<file path="src/rtl/uart_rx.sv">
// 8N1 UART receiver: synchronises RX, rejects false starts, samples each bit at
// mid-bit and emits one-cycle valid / framing-error strobes.
module uart_rx #(
  parameter int clk_divide = 234
) (
  input  logic       CLK,
  input  logic       RST,
  input  logic       RX,
  output logic [7:0] RX_DATA_OUT,
  output logic       RX_VALID,
  output logic       RX_FRAME_ERR,
  output logic       RX_ACTIVE
);

  localparam int half_bit = clk_divide / 2;
  localparam int cnt_w    = $clog2(clk_divide);

  localparam logic [cnt_w-1:0] half_last = cnt_w'(half_bit - 1);
  localparam logic [cnt_w-1:0] bit_last  = cnt_w'(clk_divide - 1);

  typedef enum logic [2:0] {
    IDLE,
    START,
    DATA,
    STOP,
    BREAK_WAIT
  } state_t;

  state_t           state;
  state_t           state_next;
  logic             rx_meta;
  logic             rx_s;
  logic [cnt_w-1:0] cycle_cnt;
  logic [2:0]       bit_idx;
  logic [7:0]       shift_reg;
  logic             half_done;
  logic             bit_done;
  logic             data_sample;
  logic             frame_ok;
  logic             frame_bad;
  logic             active;

  // Flops reset to 1 so a reset never looks like a start bit.
  always_ff @(posedge CLK) begin
    if (RST) begin
      rx_meta <= 1'b1;
      rx_s    <= 1'b1;
    end else begin
      // NOTE: non-blocking assignments keep rx_s one full cycle behind rx_meta;
      // blocking ones here would collapse the two flops into one.
      rx_meta <= RX;
      rx_s    <= rx_meta;
    end
  end

  assign half_done = (cycle_cnt == half_last);
  assign bit_done  = (cycle_cnt == bit_last);

  always_ff @(posedge CLK) begin
    if (RST) begin
      state <= IDLE;
    end else begin
      state <= state_next;
    end
  end

  always_comb begin
    // NOTE: default first so every path assigns state_next and no latch is inferred.
    state_next = state;
    case (state)
      IDLE: begin
        if (!rx_s) state_next = START;
      end
      START: begin
        if (half_done) state_next = rx_s ? IDLE : DATA;
      end
      DATA: begin
        if (bit_done && (bit_idx == 3'd7)) state_next = STOP;
      end
      STOP: begin
        // Leaving at the stop-bit mid-sample lets a zero-gap next start be seen.
        if (bit_done) state_next = rx_s ? IDLE : BREAK_WAIT;
      end
      BREAK_WAIT: begin
        if (rx_s) state_next = IDLE;
      end
      default: state_next = IDLE;
    endcase
  end

  always_comb begin
    active      = 1'b0;
    data_sample = 1'b0;
    frame_ok    = 1'b0;
    frame_bad   = 1'b0;
    case (state)
      START: active = 1'b1;
      DATA: begin
        active      = 1'b1;
        data_sample = bit_done;
      end
      STOP: begin
        active    = 1'b1;
        frame_ok  = bit_done && rx_s;
        frame_bad = bit_done && !rx_s;
      end
      default: active = 1'b0;
    endcase
  end

  assign RX_ACTIVE = active;

  // Counter restarts on every state change and at each data-bit sample.
  always_ff @(posedge CLK) begin
    if (RST) begin
      cycle_cnt <= '0;
    end else if ((state_next != state) || bit_done ||
                 (state == IDLE) || (state == BREAK_WAIT)) begin
      cycle_cnt <= '0;
    end else begin
      cycle_cnt <= cycle_cnt + 1'b1;
    end
  end

  always_ff @(posedge CLK) begin
    if (RST) begin
      bit_idx <= 3'd0;
    end else if ((state_next == DATA) && (state != DATA)) begin
      bit_idx <= 3'd0;
    end else if (data_sample) begin
      bit_idx <= bit_idx + 3'd1;
    end
  end

  // NOTE: shift_reg is an ordinary register, not a memory, so it is cheap to reset
  // and doing so keeps aborted frames from leaking stale bits.
  always_ff @(posedge CLK) begin
    if (RST) begin
      shift_reg <= 8'h00;
    end else if (data_sample) begin
      shift_reg[bit_idx] <= rx_s;
    end
  end

  always_ff @(posedge CLK) begin
    if (RST) begin
      RX_DATA_OUT  <= 8'h00;
      RX_VALID     <= 1'b0;
      RX_FRAME_ERR <= 1'b0;
    end else begin
      RX_VALID     <= frame_ok;
      RX_FRAME_ERR <= frame_bad;
      if (frame_ok) RX_DATA_OUT <= shift_reg;
    end
  end

endmodule

</file>
<file path="config.mk">
export PLATFORM = sky130hd
export DESIGN_NAME = uart_rx
export DESIGN_NICKNAME = d
export VERILOG_FILES = /design/src/rtl/uart_rx.sv
export SDC_FILE = /design/constraint.sdc
export NUM_CORES = 1
export LEC_CHECK = 0
export ABC_CLOCK_PERIOD_IN_PS = 2800
export CAP_MARGIN = 20
export CORE_MARGIN = 3
export CORE_UTILIZATION = 40
export DETAILED_ROUTE_END_ITERATION = 7
export GPL_TIMING_DRIVEN = 0
export PLACE_DENSITY = 0.67
export SYNTH_ARGS = -nofsm -noshare
export SYNTH_HDL_FRONTEND = slang
export SYNTH_SLANG_ARGS = --single-unit
</file>
<file path="constraint.sdc">
create_clock -name CLK -period 2.8 [get_ports CLK]
set_input_delay 0.56 -clock CLK [delete_from_list [all_inputs] [get_ports CLK]]
set_output_delay 0.56 -clock CLK [all_outputs]
set_load 0.005 [all_outputs]
</file>
==> metrics.yaml <==
status: "finished clean"
syn_nets: 166
fin_skew_ns: 0.00673
r2r-start: "cycle_cnt[1]"
antenna_found_initial: 0
cts_tree: "done"
internal_power_w: 0.000694
yosysWarnings: 0
cp-start-kind: "flop"
num_io_pins: 14
fin_crit_ns: 2.04
hold_path.class: "reg2reg"
pwr_density_cell_mw_per_mm2: 504
comb_power_share_pct: 2.8
reg2reg_to: "cycle_cnt[6]"
ys_types: 33
p_sw_w: 0.000198
hold_viol: 0
initial_core_util_pct: 43.1
grt_usage_pct: 14.7
path_clk_slew_ns: 0.07
via_count: 1164
ys_ff_latch: 34
initialDrtViolationCount: 68
clk_latency_ns: 0.29
firstDrtPassIters: 4
syn_area_per_cell_sq_um: 9.40
whs_endpoint: "rx_s"
core_sq_mm: 0.00344
finalCritPeriodShare_pct: 72.9
synthCells: 158
cp_data_arrival_time_ns: 1.48
r2r_cells: 7
rsz0062_at_grt: "false"
p_seq_share_pct: 54.7
maxClockFrequency_ghz: 0.490
place_ws_ns: 0.961
die-width_um: 66.9
hold_buffers: 0
grt_start_max_net_pins: 12
grt_pass1_wl_um: 4840
via_per_inst: 5.17
grt_overflow: 0
drive_gt1_share_pct: 11.7
dp_hpwl_um: 2040
numCtsBuffers: 5
grt_pass1_vias: 1095
path_class: "reg2out"
syn_to_final_growth_pct: 19.0
min-delay-start: "rx_meta"
cts_setup_buffers: 0
setup_viol: 0
fin_ws_ns: 0.758
ff2ff_setup_slack_ns: 0.97
portBuffers: 13
place.gp.congestion: 0.791
drt-wirelength-per-cell_um: 12.7
cts_resized: 0
fp-row-count: 21
peakVddDrop_mv: 0.316
die_h_um: 66.9
slew_headroom_pct: 56.2
num-nets-final: 186
drtAntennaViolNets: 0
clock-sinks: 34
p_clk_share_pct: 42.5
power.total_w: 0.000892
p_leak_nw: 0.668
required_ns: 2.24
antennaDiodeCount: 0
die-area_sq_mm: 0.00448
sw_frac_of_total_pct: 22.2
finalMaxSlewViolations: 0
worst_pin_slew_ns: 0.648
cts_buffer_depth: 2
cts_root_buffer: "clkbuf_8"
wl_um: 2860
cp_max_fo: 10
holdPathStages: 1
drv_cap: 0
seq_area_frac_synth_pct: 45.8
n_fill_cell: 329
syn-cell-area_sq_mm: 0.00149
cts_max_level: 2
tns_ns: 0
endpoint_kind: "primary output"
drc_errors: 0
## critical path: stages, from the launching register on
cell and delay (ns):
dfxtp_1 0.32, buf_2 0.19, nor2_1 0.08, nor2_1 0.09, clkdlybuf4s50_1 0.51
## per-layer routing
metal	vias up	part of all wire, %	GRT usage, %
met3	6	5.8	6.07
met2	33	46	22.2
li1	584	-	-
met5	-	0	0
met4	0	1.5	5.57
met1	541	47	18.5
## worst max path at each step
stage	start	end	slack, ns	depth (start not counted)
2_1_floorplan	cycle_cnt[1]	cycle_cnt[2]	1.15	7
3_3_place_gp	RST	state[1]	0.99	3
3_5_place_dp	RST	state[1]	0.96	3
4_1_cts	state[0]	RX_ACTIVE	0.74	4
5_1_grt	state[0]	RX_ACTIVE	0.63	4
6_report	state[0]	RX_ACTIVE	0.76	4
## synthesized netlist by cell type (all sizes together)
master,count,area (sq um)
a31oi,2,12.5
and4bb,1,12.5
and3,2,13.8
and2,2,15.0
or3b,2,17.5
a2111o,1,12.5
o21bai,1,7.51
inv,4,15.0
nor2,31,116
or2,3,18.8
clkbuf,5,18.8
nor4,2,12.5
dfxtp,34,681
nand2,6,22.5
mux2i,17,170
a211oi,1,7.51
a21oi,1,5.00
nand4,9,56.3
buf,4,26.3
nand3,3,15.0
xor2,2,17.5
nor4b,1,8.76
ha,5,62.6
and4b,3,30.0
o21a,1,7.51
nor3,3,15.0
xnor2,5,43.8
nor2b,4,25.0
and3b,1,8.76
o21ai,2,10.0
## layout make-up
type / instances / area, sq um / share of cell area [%]
Multi-Input combinational cell: 111 / 744 / 42.1
Sequential cell: 34 / 681 / 38.5
Timing Repair Buffer: 13 / 130 / 7.36
Clock buffer: 6 / 82.6 / 4.67
Tap cell: 46 / 57.6 / 3.26
Buffer: 9 / 45.0 / 2.55
Inverter: 4 / 15.0 / 0.849
Clock inverter: 2 / 12.5 / 0.708
## power groups by stage
stage | clock (W) | combinational [W] | sequential [W]
after global placement | 0 | 0.0000246 | 0.000499
after global routing | 0.000411 | 0.0000284 | 0.000488
after CTS | 0.000389 | 0.0000255 | 0.000488
after floorplan | 0 | 0.0000153 | 0.000498
after detailed placement | 0 | 0.0000253 | 0.000499
final | 0.000379 | 0.0000249 | 0.000488
## stage by stage
step                      instances  hold slack, ns  instance area [sq um]  utilization, %
after floorplan                 158           0.389                   1490               -
after global placement          217           0.396                   1670            48.6
after detailed placement        217           0.399                   1670            48.6
after CTS                       225           0.418                   1770            51.4
after global routing            225           0.420                   1770            51.4
final                           225           0.416                   1770            51.4
## cell usage in the layout, fill, tap and decap left out, types with 5 or more instances in the layout
cell type,n
nand2_1,6
nand4_1,9
mux2i_1,17
nor2_1,31
dfxtp_1,34
ha_1,5
xnor2_1,5
clkbuf_8,6
clkbuf_1,5
clkdlybuf4s50_1,13
## cells by family after synthesis
kind of cell / Yosys count / synth area share [%]
XOR/XNOR: 7 / 4.13
AND/OR/NAND/NOR: 73 / 26.1
adder cells (fa/ha/maj): 5 / 4.21
flip-flops: 34 / 45.8
AO/OA/AOI/OAI: 9 / 4.21
multiplexers: 17 / 11.5
buffers and inverters: 13 / 4.04
Note: power is estimated with default switching activity, not from simulation.
